--- src/rtl/systolic_pkg.sv ---
// Shared types and sizing helpers for the systolic matrix multiplier.
package systolic_pkg;

    typedef enum logic [1:0] {IDLE, CLEAR, RUN, DONE} mm_state_t;

    function automatic int run_cycles(input int size);
        return 3 * size - 2;
    endfunction

    function automatic int default_acc_w(input int data_w, input int size);
        return 2 * data_w + $clog2(size);
    endfunction

endpackage

--- src/rtl/systolic_matmul_engine_if.sv ---
// Operand/result bus of the systolic matmul engine; master = producer/consumer side, slave = engine.
interface systolic_matmul_engine_if #(
    parameter int SIZE   = 4,
    parameter int DATA_W = 4,
    parameter int ACC_W  = 2 * DATA_W + $clog2(SIZE)
);
    // Operands transfer on an edge with start && ready; the result transfers on an edge
    // with result_valid && result_ready. result stays constant while result_valid is high.
    logic                                  start;
    logic                                  ready;
    logic [SIZE-1:0][SIZE-1:0][DATA_W-1:0] a_in;
    logic [SIZE-1:0][SIZE-1:0][DATA_W-1:0] b_in;
    logic                                  abort;
    logic                                  busy;
    logic [SIZE-1:0][SIZE-1:0][ACC_W-1:0]  result;
    logic                                  result_valid;
    logic                                  result_ready;

    modport master (
        output start, a_in, b_in, abort, result_ready,
        input  ready, busy, result, result_valid
    );

    modport slave (
        input  start, a_in, b_in, abort, result_ready,
        output ready, busy, result, result_valid
    );
endinterface

--- src/rtl/systolic_pe.sv ---
// One multiply-accumulate cell of the systolic grid; a moves right, b moves down.
// With SYSTOLIC_SATURATE_EN defined the accumulator clamps and stays clamped until clear.
module systolic_pe #(
    parameter int DATA_W = 4,
    parameter int ACC_W  = 10,
    parameter bit SIGNED = 1'b0
) (
    input  logic              clock,
    input  logic              nreset,
    input  logic              clear,
    input  logic              en,
    input  logic [DATA_W-1:0] a,
    input  logic [DATA_W-1:0] b,
    output logic [DATA_W-1:0] a_pass,
    output logic [DATA_W-1:0] b_pass,
    output logic [ACC_W-1:0]  acc
);
    logic [ACC_W-1:0] prod;
    logic [ACC_W-1:0] sum;
    logic [ACC_W-1:0] acc_next;

    generate
        if (SIGNED) begin : g_signed
            logic signed [2*DATA_W-1:0] p;
            assign p    = (2*DATA_W)'($signed(a)) * (2*DATA_W)'($signed(b));
            assign prod = ACC_W'(p);
        end else begin : g_unsigned
            logic [2*DATA_W-1:0] p;
            assign p    = (2*DATA_W)'(a) * (2*DATA_W)'(b);
            assign prod = ACC_W'(p);
        end
    endgenerate

    assign sum = acc + prod;

`ifdef SYSTOLIC_SATURATE_EN
    logic             sat_q;
    logic             ovf;
    logic [ACC_W-1:0] clamp;

    // Unsigned overflow is a wrap below the old value; signed overflow flips the sign
    // of two like-signed addends.
    always_comb begin
        ovf   = 1'b0;
        clamp = '1;
        if (SIGNED) begin
            ovf   = (acc[ACC_W-1] == prod[ACC_W-1]) && (sum[ACC_W-1] != acc[ACC_W-1]);
            clamp = acc[ACC_W-1] ? {1'b1, {(ACC_W-1){1'b0}}} : {1'b0, {(ACC_W-1){1'b1}}};
        end else begin
            ovf   = (sum < acc);
        end
        acc_next = sat_q ? acc : (ovf ? clamp : sum);
    end

    always_ff @(posedge clock or negedge nreset) begin
        if (!nreset) begin
            sat_q <= 1'b0;
        end else if (clear) begin
            sat_q <= 1'b0;
        end else if (en && ovf) begin
            sat_q <= 1'b1;
        end
    end
`else
    assign acc_next = sum;
`endif

    always_ff @(posedge clock or negedge nreset) begin
        if (!nreset) begin
            acc    <= '0;
            a_pass <= '0;
            b_pass <= '0;
        end else if (clear) begin
            acc    <= '0;
            a_pass <= '0;
            b_pass <= '0;
        end else if (en) begin
            acc    <= acc_next;
            a_pass <= a;
            b_pass <= b;
        end
    end
endmodule

--- src/rtl/systolic_matmul_engine.sv ---
// Output-stationary SIZE x SIZE systolic matmul with IDLE/CLEAR/RUN/DONE control.
// Optional build macro SYSTOLIC_SATURATE_EN makes every accumulator saturate.
module systolic_matmul_engine
    import systolic_pkg::*;
#(
    parameter int SIZE   = 4,
    parameter int DATA_W = 4,
    parameter int ACC_W  = default_acc_w(DATA_W, SIZE),
    parameter bit SIGNED = 1'b0
) (
    input  logic                    clock,
    input  logic                    nreset,
    systolic_matmul_engine_if.slave bus,
    output mm_state_t               fsm_state
);
    localparam int LAST  = run_cycles(SIZE) - 1;
    localparam int CNT_W = $clog2(LAST + 1);

    mm_state_t                             state;
    mm_state_t                             state_next;
    logic [CNT_W-1:0]                      cnt;
    logic                                  valid_q;
    logic [SIZE-1:0][SIZE-1:0][DATA_W-1:0] a_q;
    logic [SIZE-1:0][SIZE-1:0][DATA_W-1:0] b_q;
    logic [SIZE-1:0][SIZE-1:0][ACC_W-1:0]  result_q;
    logic [SIZE-1:0][SIZE-1:0][ACC_W-1:0]  acc_grid;
    logic [SIZE-1:0][DATA_W-1:0]           a_feed;
    logic [SIZE-1:0][DATA_W-1:0]           b_feed;
    logic [DATA_W-1:0]                     a_grid [SIZE][SIZE+1];
    logic [DATA_W-1:0]                     b_grid [SIZE+1][SIZE];

    always_comb begin
        state_next = state;
        unique case (state)
            IDLE:    if (bus.start) state_next = CLEAR;
            CLEAR:   state_next = bus.abort ? IDLE : RUN;
            RUN: begin
                if (bus.abort)                    state_next = IDLE;
                else if (cnt == CNT_W'(LAST))     state_next = DONE;
            end
            DONE:    if (bus.abort || (valid_q && bus.result_ready)) state_next = IDLE;
            default: state_next = IDLE;
        endcase
    end

    // Result is snapshotted on the first DONE cycle, so valid appears one edge into DONE.
    always_ff @(posedge clock or negedge nreset) begin
        if (!nreset) begin
            state    <= IDLE;
            cnt      <= '0;
            valid_q  <= 1'b0;
            a_q      <= '0;
            b_q      <= '0;
            result_q <= '0;
        end else begin
            state   <= state_next;
            cnt     <= (state == RUN && state_next == RUN) ? cnt + CNT_W'(1) : '0;
            valid_q <= (state == DONE) && (state_next == DONE);
            if (state == IDLE && bus.start) begin
                a_q <= bus.a_in;
                b_q <= bus.b_in;
            end
            if (state == DONE && !valid_q) result_q <= acc_grid;
        end
    end

    // Row i sees A[i][k] and column j sees B[k][j] when cnt equals the line index plus k.
    always_comb begin
        a_feed = '0;
        b_feed = '0;
        if (state == RUN) begin
            for (int i = 0; i < SIZE; i++) begin
                for (int k = 0; k < SIZE; k++) begin
                    if (cnt == CNT_W'(i + k)) begin
                        a_feed[i] = a_q[i][k];
                        b_feed[i] = b_q[k][i];
                    end
                end
            end
        end
    end

    generate
        for (genvar i = 0; i < SIZE; i++) begin : g_edge
            assign a_grid[i][0] = a_feed[i];
            assign b_grid[0][i] = b_feed[i];
        end
        for (genvar i = 0; i < SIZE; i++) begin : g_row
            for (genvar j = 0; j < SIZE; j++) begin : g_col
                systolic_pe #(
                    .DATA_W (DATA_W),
                    .ACC_W  (ACC_W),
                    .SIGNED (SIGNED)
                ) u_pe (
                    .clock  (clock),
                    .nreset (nreset),
                    .clear  (state == CLEAR),
                    .en     (state == RUN),
                    .a      (a_grid[i][j]),
                    .b      (b_grid[i][j]),
                    .a_pass (a_grid[i][j+1]),
                    .b_pass (b_grid[i+1][j]),
                    .acc    (acc_grid[i][j])
                );
            end
        end
    endgenerate

    assign bus.ready        = (state == IDLE);
    assign bus.busy         = (state != IDLE);
    assign bus.result_valid = valid_q;
    assign bus.result       = result_q;
    assign fsm_state        = state;
endmodule

--- src/flat_wrapper.sv ---
// flat-port wrapper written by rule: the top's interface ports become plain ports
module systolic_matmul_engine_flat import systolic_pkg::*;
#(
    parameter int SIZE   = 4,
    parameter int DATA_W = 4,
    parameter int ACC_W  = default_acc_w(DATA_W, SIZE),
    parameter bit SIGNED = 1'b0
)
  (clock, nreset, fsm_state, bus_start, bus_a_in, bus_b_in, bus_abort, bus_result_ready, bus_ready, bus_busy, bus_result, bus_result_valid);
  systolic_matmul_engine_if #(.SIZE(SIZE), .DATA_W(DATA_W), .ACC_W(ACC_W)) bus_i ();
  input  logic clock;
  input  logic nreset;
  output mm_state_t fsm_state;
  input wire logic [$bits(bus_i.start)-1:0] bus_start;
  input wire logic [$bits(bus_i.a_in)-1:0] bus_a_in;
  input wire logic [$bits(bus_i.b_in)-1:0] bus_b_in;
  input wire logic [$bits(bus_i.abort)-1:0] bus_abort;
  input wire logic [$bits(bus_i.result_ready)-1:0] bus_result_ready;
  output wire logic [$bits(bus_i.ready)-1:0] bus_ready;
  output wire logic [$bits(bus_i.busy)-1:0] bus_busy;
  output wire logic [$bits(bus_i.result)-1:0] bus_result;
  output wire logic [$bits(bus_i.result_valid)-1:0] bus_result_valid;
  assign bus_i.start = bus_start;
  assign bus_i.a_in = bus_a_in;
  assign bus_i.b_in = bus_b_in;
  assign bus_i.abort = bus_abort;
  assign bus_i.result_ready = bus_result_ready;
  assign bus_ready = bus_i.ready;
  assign bus_busy = bus_i.busy;
  assign bus_result = bus_i.result;
  assign bus_result_valid = bus_i.result_valid;
  systolic_matmul_engine #(.SIZE(SIZE), .DATA_W(DATA_W), .ACC_W(ACC_W), .SIGNED(SIGNED)) u_core (.clock(clock), .nreset(nreset), .bus(bus_i), .fsm_state(fsm_state));
endmodule
--- config.mk ---
export PLATFORM = sky130hd
export DESIGN_NAME = systolic_matmul_engine_flat
export DESIGN_NICKNAME = d
export VERILOG_FILES = /design/src/rtl/systolic_pkg.sv /design/src/rtl/systolic_matmul_engine_if.sv /design/src/rtl/systolic_pe.sv /design/src/rtl/systolic_matmul_engine.sv /design/src/flat_wrapper.sv
export SDC_FILE = /design/constraint.sdc
export NUM_CORES = 1
export LEC_CHECK = 0
export ABC_AREA = 1
export CORE_MARGIN = 2
export CORE_UTILIZATION = 30
export CTS_CLUSTER_DIAMETER = 120
export CTS_CLUSTER_SIZE = 14
export DETAILED_ROUTE_END_ITERATION = 6
export PLACE_DENSITY_LB_ADDON = 0.08
export SYNTH_ARGS = -nofsm -noshare
export SYNTH_HDL_FRONTEND = slang
export SYNTH_SLANG_ARGS = --single-unit
--- constraint.sdc ---
create_clock -name clock -period 4 [get_ports clock]
set_clock_uncertainty 0.15 [all_clocks]
set_input_delay 0.4 -clock clock [delete_from_list [all_inputs] [get_ports clock]]
set_output_delay 0.4 -clock clock [all_outputs]
set_load 0.05 [all_outputs]
== Yosys cells after proc, flatten, opt, wreduce, memory -nomap -nowiden ==
Cells that the tools add are included.

* Flip-flop bits (word level): 551
* Latch bits: 0
* RAM bits: 0
* Memory bits (read-only): 0
* Input port bits: 133
* Output and inout port bits: 165
* Word-level logic and storage cells: 268
* Memories kept: 0

* Add/subtract/negate cells: 17
* $mul: 16
* Div/mod/pow operators: 0
* Order comparisons: 0
* Equality and inequality tests: 12
* Shifts and indexed selects: 0
* Muxes and demuxes: 121
* Bitwise gates (word level): 0
* Reductions and logical operators: 11

{| class="wikitable"
|+ Operator list
! kind !! number
|-
| 2-to-1 mux 4 bit || 81
|-
| 2-to-1 mux 10 bit || 32
|-
| adder 10 x 8 -> 10 bit || 16
|-
| multiplier 4 x 4 -> 8 bit || 16
|-
| 2-to-1 mux 16 bit || 2
|-
| equality test 4 x 3 -> 1 bit (second input constant) || 3
|-
| 2-to-1 mux 2 bit || 5
|-
| equality test 2 bit (second input constant) || 4
|-
| equality test 4 x 2 -> 1 bit (second input constant) || 2
|-
| case mux 2 bit (4 select lines) || 1
|-
| logical AND 1 bit || 5
|-
| adder 4 x 1 -> 4 bit (second input constant) || 1
|-
| equality test 4 x 1 -> 1 bit (second input constant) || 1
|-
| equality test 4 bit (second input constant) || 1
|-
| logical NOT 4 bit || 1
|-
| nonzero test 2 bit || 2
|-
| equality test 2 x 1 -> 1 bit (second input constant) || 1
|-
| logical NOT 2 bit || 1
|-
| logical NOT 1 bit || 1
|-
| logical OR 1 bit || 1
|}

== Logic depth before layout (Yosys ltp) ==
Gate-level depths: netlist (run 1).

* Word-level depth: 10
* Gate-level depth with buffers: 26
* Depth with buffers taken out: 25

== Modules after synthesis ==
From an unflattened synthesis (run 1), not the netlist that was laid out.

* Cell total of the unflattened synthesis: 4,514
* Area total of the unflattened synthesis: 36,877.9 µm²

{| class="wikitable"
|+ Modules (own cells, without submodules)
! module !! instances !! cells an instance !! area each (µm²) !! sequential area each (µm²)
|-
| systolic_pe (u_core.g_row[0].g_col[0].u_pe ...) || 9 || 184 || 1,508.9 || 450.4
|-
| systolic_matmul_engine || 1 || 1,577 || 12,769.7 || 7,382.1
|-
| systolic_pe (u_core.g_row[2].g_col[1].u_pe ...) || 7 || 183 || 1,503.9 || 450.4
|}

== Worst setup path before layout (run 1) ==
OpenSTA, ideal clock, no wires.

* Kind: reg-to-reg
* From: register u_core.state[0] (netlist: u_core.fsm_state[0])
* To: register u_core.g_row[2].g_col[0].u_pe.acc[6]
* Setup time: 117 ps
* Arrival: 4,022 ps
* Data required time: 3,733 ps
* Path slack: -289 ps
* Stages on the path, launching flop included: 18
* Path buffers: 1
* Clock period less this slack: 4,289 ps
* Cell sequence: dfrtp_1 > inv_1 > ha_1 > inv_1 > buf_2 > nor2_1 > nand3_1 > fa_1 > fa_1 > fa_1 > inv_1 > ha_1 > a21oi_1 > or2_2 > nand3_1 > nand2_1 > nand3_1 > nand2_1

* Word-level cells in the longest chain between the ends: 6
* Elaborated cells on any way between the ends: 8
* Those cells by class: add/sub (1); mul (1); eq/ne (2); mux (3); reduce/logical (1)

{| class="wikitable"
|+ RTL lines
! what !! line !! text
|-
| start, declared || systolic_matmul_engine.sv:19 || <nowiki>mm_state_t state;</nowiki>
|-
| start signal, assigned || systolic_matmul_engine.sv:56 || <nowiki>state <= state_next;</nowiki>
|-
| equality test 2 bit || systolic_matmul_engine.sv:71, systolic_matmul_engine.sv:98 ||
|-
| 2-to-1 mux 16 bit || systolic_matmul_engine.sv:71 || <nowiki>if (state == RUN) begin</nowiki>
|-
| multiplier 4 x 4 -> 8 bit || systolic_pe.sv:29 || <nowiki>assign p = (2*DATA_W)'(a) * (2*DATA_W)'(b);</nowiki>
|-
| adder 10 x 8 -> 10 bit || systolic_pe.sv:34 || <nowiki>assign sum = acc + prod;</nowiki>
|-
| 2-to-1 mux 10 bit || systolic_pe.sv:77 || <nowiki>end else if (en) begin</nowiki>
|-
| 2-to-1 mux 10 bit || systolic_pe.sv:73 || <nowiki>end else if (clear) begin</nowiki>
|-
| end signal, assigned || systolic_pe.sv:78 || <nowiki>acc <= acc_next;</nowiki>
|-
| end, declared || systolic_pe.sv:16 || <nowiki>output logic [ACC_W-1:0] acc</nowiki>
|}

Several ways; a longest one is shown, not always the timed one. The select of a mux whose other input is x is not followed.
A chain may end at the register's enable or synchronous reset.

== Worst setup path after layout (run 1) ==
* From: register u_core.cnt[0]
* To: register u_core.g_row[0].g_col[0].u_pe.acc[6]

* Word-level cells in the longest chain between the ends: 10
* Elaborated cells on any way between the ends: 18
* Those cells by class: add/sub (1); mul (1); eq/ne (3); mux (12); reduce/logical (1)

{| class="wikitable"
|+ RTL lines
! what !! line !! text
|-
| start, declared || systolic_matmul_engine.sv:21 || <nowiki>logic [CNT_W-1:0] cnt;</nowiki>
|-
| start signal, assigned || systolic_matmul_engine.sv:57 || <nowiki>cnt <= (state == RUN && state_next == RUN) ? cnt + CNT_W'(1) : '0;</nowiki>
|-
| logical NOT 4 bit || systolic_matmul_engine.sv:74 || <nowiki>if (cnt == CNT_W'(i + k)) begin</nowiki>
|-
| 2-to-1 mux 4 bit (4 in series) || systolic_matmul_engine.sv:74 ||
|-
| 2-to-1 mux 16 bit || systolic_matmul_engine.sv:71 ||
|-
| multiplier 4 x 4 -> 8 bit * || systolic_pe.sv:29 ||
|-
| adder 10 x 8 -> 10 bit * || systolic_pe.sv:34 ||
|-
| 2-to-1 mux 10 bit * || systolic_pe.sv:77 ||
|-
| 2-to-1 mux 10 bit * || systolic_pe.sv:73 ||
|-
| end signal, assigned || systolic_pe.sv:78 ||
|-
| end, declared || systolic_pe.sv:16 ||
|}

Every way passes the cells marked *; elsewhere a longest branch is shown, timed or not. The select of a mux whose other input is x is not followed.

==> impl_metrics.tcl, run 1 <==
set metrics [dict create \
    crit_fanout 4 \
    slew-limit-headroom_pct 31.8 \
    timing.final.ws_setup_ns -0.198 \
    p_leak_nw 22.9 \
    slew_viol_final 0 \
    yosys_warnings 0 \
    ir_drop_mv 0.680 \
    final_util_pct 38.5 \
    synth_nets 4593 \
    die_y_microns 345 \
    synth_most_common_cell "nand2_1" \
    p_total_mw 15.8 \
    stdcell_count 6082 \
    hpwl_mm 79.8 \
    timing_hold_violations_final 0 \
    netlist_area_sq_mm 0.0348 \
    routedWlPerCell_microns 17.8 \
    portBuffers 297 \
    syn-instance-count 4020 \
    io_pins 298 \
    grt_pass1_vias 27359 \
    tightest_slew_ns 1.02 \
    coreArea_sq_mm 0.116 \
    globalplace.congestion 0.825 \
    design_area_sq_mm 0.0445 \
    cp.buffers_inverters 8 \
    synth_edf_count 0 \
    areaGrowthSynthToFinish_pct 27.7 \
    seqPwrFrac_pct 43.4 \
    clock_path_buffers 3 \
    worst_path_max_delay_cell "fa_1" \
    wl_mm 108 \
    rows 125 \
    ant_nets 0 \
    yosys.area.top_type "dfrtp_1" \
    drc 0 \
    yosysTopAreaCellShare_pct 39.6 \
    numCtsBuffers 45 \
    cts_tree "yes" \
    fp.dieW_microns 345 \
    postPlaceCellArea_sq_mm 0.0411 \
    swShare_pct 37.0 \
    multi_input_area_sq_mm 0.0192 \
    die_area_sq_mm 0.119 \
    internal-power_mw 9.96 \
    yosys-top-cells-area "dfrtp_1 40%, ha_1 11%, nand2_1 10%" \
    num_vias 27688 \
    clkPwrFrac_pct 27.4 \
    ys.flop_type "dfrtp_1" \
    setup.worst_path.class "flip-flop to flip-flop" \
    ys_seq_area_share_pct 39.6 \
    layout-drive-gt1-share_pct 19.7 \
    regArea_sq_mm 0.0138 \
    grt_pass1_wl_mm 166 \
    placed_cells 5944 \
    async_reset_ff_share_pct 100 \
    fmax_ghz 0.238 \
    dr.pass1.iters 7 \
    p_sw_mw 5.84 \
    clk_pin_slew_worst_paths_ns 0.08 \
    insertion_delay_ns 0.63 \
    critical-path-top-delay-family "adder cells" \
    cts_root_buf "clkbuf_16" \
    start_kind "flip-flop" \
    final_nets 5122 \
    grt_remaining_overflow 0 \
    pre_cts_ws_ns -0.338 \
    antenna_found_initial 2 \
    min_path_type "primary input to flip-flop" \
    start_util_pct 30.1 \
    violations "setup timing" \
    min_period_over_period_pct 105 \
    cp.arrival_ns 4.57 \
    htree_levels 2 \
    crit_chain "inv_2 > ha_4 > inv_4 > nor2_4 > buf_12 > buf_12 > nand2_1 > nand2_1 > inv_1 > nand2_2 > nand2_4 > inv_2 > nand2_2 > fa_1 > fa_2 > fa_1 > inv_2 > ha_4 > buf_12 > nand4_1 > nand3_2 > nand2_1 > nand3_1 > o21ai_1" \
    cpPeakStageDelay_ns 0.54 \
    crit_path_end_kind "flip-flop" \
    ys_top_cells_by_count "964 x nand2_1, 678 x inv_1, 551 x dfrtp_1, 296 x ha_1, 266 x nor2_1" \
    avgViaCountPerCell 4.55 \
    grt_max_degree 178 \
    cts_sinks 551 \
    fill_cells 11866 \
    drt_iter0_drc 1313 \
    synth_cell_types 42 \
    setup_violations 45 \
    worstPathRequired_ns 4.38 \
    groute.usage.overall_pct 18.2 \
    synth_area_per_cell_sq_um 8.67 \
    grt_setup_unrepaired "yes" \
    combPwrFrac_pct 29.2 \
    power_density_mw_per_mm2 355 \
    status "complete, but fails checks" \
    fin_crit_ns 4.20 \
    ys_ff_latch 551 \
    cap_violations 0 \
]
## repair_timing
action,4_1_cts,5_1_grt
setup buffers,67,17
resized for setup,151,248
endpoints found under the hold margin,63,0
hold buffers,1,0
cloned,1,1
endpoints found under the setup margin,48,51
pin swaps,54,143
## area by class of cell
| cell class | count | share of cell area (%) |
|---|---|---|
| repair inverters | 1 | 0.0197 |
| diodes | 2 | 0.0112 |
| repair buffers | 598 | 12.9 |
| well taps | 1524 | 4.28 |
| flip-flops and latches | 551 | 31.0 |
| multi-input cells | 2665 | 43.2 |
| inverters | 687 | 5.89 |
| clock inverters | 2 | 0.0365 |
| clock buffers | 52 | 2.71 |
## metrics by stage
| stage | setup TNS, ns | hold WS, ns |
|---|---|---|
| 2_1_floorplan | -0.0469 | -0.0456 |
| 3_3_place_gp | -8.75 | 0.313 |
| 3_5_place_dp | -10.75 | 0.316 |
| 4_1_cts | -4.11 | 0.134 |
| 5_1_grt | -13.03 | 0.185 |
| 6_report | -5.33 | 0.185 |
## worst register-to-register path, stage by stage, from the launching register on
cell	delay (ns)
dfrtp_1	0.43
inv_2	0.12
ha_4	0.18
inv_4	0.05
nor2_4	0.14
buf_12	0.12
buf_12	0.10
nand2_1	0.05
nand2_1	0.05
inv_1	0.05
nand2_2	0.09
nand2_4	0.07
inv_2	0.05
nand2_2	0.05
fa_1	0.54
fa_2	0.45
fa_1	0.51
inv_2	0.05
ha_4	0.29
buf_12	0.11
nand4_1	0.14
nand3_2	0.12
nand2_1	0.05
nand3_1	0.05
o21ai_1	0.07
## state kept, by name, indices dropped and copies added, names as in the netlist
signal and flops:
u_core.cnt 4, u_core.g_row.g_col.u_pe.a_pass 48, u_core.bus.result 160, u_core.bus.result_valid 1, u_core.fsm_state 2, u_core.a_q 64, u_core.b_q 64, u_core.g_row.g_col.u_pe.b_pass 48
u_core.g_row.g_col.u_pe.acc 160
## power by group through the flow
stage	sequential, mW	clock [mW]	combinational (mW)
after global routing	6.94	4.73	5.06
after CTS	6.84	4.55	4.64
after global placement	6.94	0	4.54
after floorplan	6.73	0	2.64
final	6.86	4.32	4.61
after detailed placement	6.95	0	4.56
## layer usage
layer	GRT usage, %	share of wire [%]	up-vias
met5	0	0	-
met4	3.39	1.7	0
met3	2.53	3.5	82
met2	29.4	46	399
met1	26.2	48	13368
li1	-	-	13839
## path summary, 6_finish.rpt
kind	slack (ns)	from	cells after the start	to
setup / recovery	-0.20	u_core.cnt[0]	24	u_core.g_row[0].g_col[0].u_pe.acc[6]
hold / removal	0.19	bus_a_in[10]	3	u_core.a_q[10]
setup reg to reg	-0.20	u_core.cnt[0]	24	u_core.g_row[0].g_col[0].u_pe.acc[6]
hold reg to reg	0.32	u_core.g_row[1].g_col[0].u_pe.acc[6]	2	u_core.g_row[1].g_col[0].u_pe.acc[6]
max in group asynchronous	2.48	nreset	3	u_core.a_q[31]
min in group asynchronous	0.27	nreset	2	u_core.bus.result[142]
## logic make-up after synthesis
logic type      share of synthesized area, %
compound gates                          6.51
xor+xnor                              0.0503
fa+ha+maj                               18.9
buf+inv                                 9.14
flops                                   39.6
mux                                     5.53
simple gates                            20.3
## cell usage in the layout, fill, tap and decap left out, types with 24 or more instances in the layout
cell               n
buf_6             46
inv_1            646
nor2_4            24
fa_1             129
nand3_1          173
nand2_1          849
nand2_2          108
dfrtp_1          546
nand3_2           46
mux2_2           171
clkdlybuf4s50_1  296
nand4_1           81
buf_12            25
buf_4            228
a21oi_1           68
ha_1             267
nor2_1           238
o22ai_1           61
nor2_2            30
inv_2             30
o21ai_0          234
clkbuf_16         47
ha_4              27
a21o_1            29
Note: power is estimated with default switching activity, not from simulation.
==> run 2: changes to the inputs <==
--- a/config.mk
+++ b/config.mk
@@ -6,11 +6,14 @@
 export NUM_CORES = 1
 export LEC_CHECK = 0
 export ABC_AREA = 1
+export CORE_ASPECT_RATIO = 1.75
 export CORE_MARGIN = 2
 export CORE_UTILIZATION = 30
+export CTS_BUF_LIST = sky130_fd_sc_hd__clkbuf_4
 export CTS_CLUSTER_DIAMETER = 120
 export CTS_CLUSTER_SIZE = 14
 export DETAILED_ROUTE_END_ITERATION = 6
+export MAX_ROUTING_LAYER = met4
 export PLACE_DENSITY_LB_ADDON = 0.08
 export SYNTH_ARGS = -nofsm -noshare
 export SYNTH_HDL_FRONTEND = slang
==> run 2 against run 1 <==
The run still ends with setup timing left. Flip-flop and latch count unchanged. Critical endpoint is now u_core.g_row[1].g_col[0].u_pe.acc[8]. Fmax decreased by 0.94%. Critical path type unchanged. Cell count increased by 0.99%. Core utilization decreased by 0.13 points. Largest power group unchanged. Sequential power decreased by 1%. Register-to-register slack got worse by 0.04 ns.
==> impl_metrics.tcl, run 2 (synthesis gave the netlist of run 1 again) <==
set metrics [dict create \
    grt_pass1_vias 29319 \
    worstPathRequired_ns 4.72 \
    die_area_sq_mm 0.119 \
    avgViaCountPerCell 4.55 \
    final_util_pct 38.3 \
    min_period_over_period_pct 106 \
    portBuffers 297 \
    regArea_sq_mm 0.0138 \
    status "complete, but fails checks" \
    timing.final.ws_setup_ns -0.238 \
    globalplace.congestion 0.854 \
    postPlaceCellArea_sq_mm 0.0411 \
    setup.worst_path.class "flip-flop to flip-flop" \
    fin_crit_ns 4.24 \
    drt_iter0_drc 1065 \
    setup_violations 39 \
    cts_sinks 551 \
    num_vias 27959 \
    pre_cts_ws_ns -0.354 \
    ant_nets 0 \
    start_util_pct 30.2 \
    power_density_mw_per_mm2 316 \
    fin_hold_ws_ns 0.143 \
    violations "setup timing" \
    fp.dieW_microns 262 \
    slew-limit-headroom_pct 51.5 \
    design_area_sq_mm 0.0442 \
    groute.layer.met3.usage_pct 1.86 \
    hpwl_mm 81.2 \
    die_y_microns 455 \
    r2r_slack_ns -0.24 \
    drc 0 \
    wl_mm 107 \
    grt_remaining_overflow 0 \
    dr.pass1.iters 7 \
    grt_setup_unrepaired "yes" \
    gr-usage-met2_pct 34.7 \
    io_pins 298 \
    grt_max_degree 104 \
    p_leak_nw 22.7 \
    grt_pass1_wl_mm 168 \
    rows 165 \
    tightest_slew_ns 0.727 \
    ir_drop_mv 0.449 \
    cap_violations 0 \
    cts_root_buf "clkbuf_4" \
    antenna_found_initial 3 \
    layout_common_cells "903 x nand2_1, 662 x inv_1, 548 x dfrtp_1" \
    slew_viol_final 0 \
    crit_fanout 11 \
    fmax_ghz 0.236 \
    areaGrowthSynthToFinish_pct 26.9 \
    crit_path_end_kind "flip-flop" \
    timing_hold_violations_final 0 \
    layout-drive-gt1-share_pct 16.6 \
    met1_usage_pct 21.5 \
    min_path_type "primary input to flip-flop" \
    final_common_cell "nand2_1" \
    final_nets 5200 \
    numCtsBuffers 45 \
    groute.usage.overall_pct 18.9 \
    fill_cells 11890 \
    insertion_delay_ns 1.00 \
    busiest_layer "met2" \
    clk_pin_slew_worst_paths_ns 0.16 \
    htree_levels 2 \
    start_kind "flip-flop" \
    multi_input_area_sq_mm 0.0189 \
    clock_path_buffers 3 \
    cts_tree "yes" \
    coreArea_sq_mm 0.115 \
    timing.setup.tns_ns -3.85 \
    routedWlPerCell_microns 17.4 \
    cp.arrival_ns 4.96 \
]
[run 2: metrics by stage]
step / total power [mW] / std cells
2_1_floorplan: 9.37 / 4020
3_3_place_gp: 11.5 / 5919
3_5_place_dp: 11.5 / 5919
4_1_cts: 14.3 / 6117
5_1_grt: 14.9 / 6141
6_report: 14.0 / 6142
[run 2: power breakdown]
part           switching, mW  total [mW]  leakage [nW]  internal, mW
combinational           2.94        4.65          15.0          1.71
sequential             0.493        6.79          7.40          6.30
clock                   1.99        2.55         0.231         0.558
total                   5.42        14.0          22.7          8.57
[run 2: layout make-up]
type | instances | area share [%]
clock buffer | 48 | 0.815
antenna | 9 | 0.0509
clock inverter | 2 | 0.0339
sequential | 551 | 31.2
timing repair buffer | 676 | 15.0
tap | 1503 | 4.25
inverter | 687 | 5.91
multi-input combinational | 2666 | 42.8
[run 2: path summary, 6_finish.rpt]
path,startpoint,endpoint,depth (start not counted)
max in group asynchronous,nreset,u_core.bus.result[27],5
min reg2reg,u_core.g_row[1].g_col[3].u_pe.acc[6],u_core.g_row[1].g_col[3].u_pe.acc[6],2
max,u_core.cnt[1],u_core.g_row[1].g_col[0].u_pe.acc[8],18
min in group asynchronous,nreset,u_core.g_row[3].g_col[0].u_pe.acc[5],4
max reg2reg,u_core.cnt[1],u_core.g_row[1].g_col[0].u_pe.acc[8],18
min,bus_result_ready,u_core.fsm_state[0],6
[run 2: timing repair]
item | 4_1_cts | 5_1_grt
hold buffers | 132 | 0
buffers inserted | 14 | 17
pin swaps | 22 | 65
cloned | 2 | 1
gates resized for setup | 111 | 151
endpoints found under the hold margin | 630 | 0
endpoints found under the setup margin | 45 | 48
[run 2: critical path: stages (launching register included)]
cell      delay (ns)
dfrtp_1         0.44
buf_6           0.13
ha_4            0.17
buf_4           0.16
nand2_8         0.12
nand4_1         0.18
nand3b_1        0.26
nand3_2         0.11
fa_1            0.59
fa_2            0.47
fa_1            0.53
inv_2           0.05
ha_4            0.27
a21oi_4         0.17
nand2_4         0.09
nand2_2         0.08
nand3b_1        0.07
nand3_1         0.08
nand2_1         0.05
[run 2: layer usage]
| metal | vias to the layer above | routed length [microns] |
|---|---|---|
| met5 | - | 0 |
| met4 | 0 | 3010 |
| met3 | 123 | 2720 |
| met2 | 386 | 57400 |
| met1 | 13461 | 44100 |
| li1 | 13989 | - |
==> run 3: changes to the inputs <==
--- a/config.mk
+++ b/config.mk
@@ -15,6 +15,7 @@
 export DETAILED_ROUTE_END_ITERATION = 6
 export MAX_ROUTING_LAYER = met4
 export PLACE_DENSITY_LB_ADDON = 0.08
+export SLEW_MARGIN = 20
 export SYNTH_ARGS = -nofsm -noshare
 export SYNTH_HDL_FRONTEND = slang
 export SYNTH_SLANG_ARGS = --single-unit
==> results of run 3 <==
Final layout, timing and power as in run 2 (identical DEF).
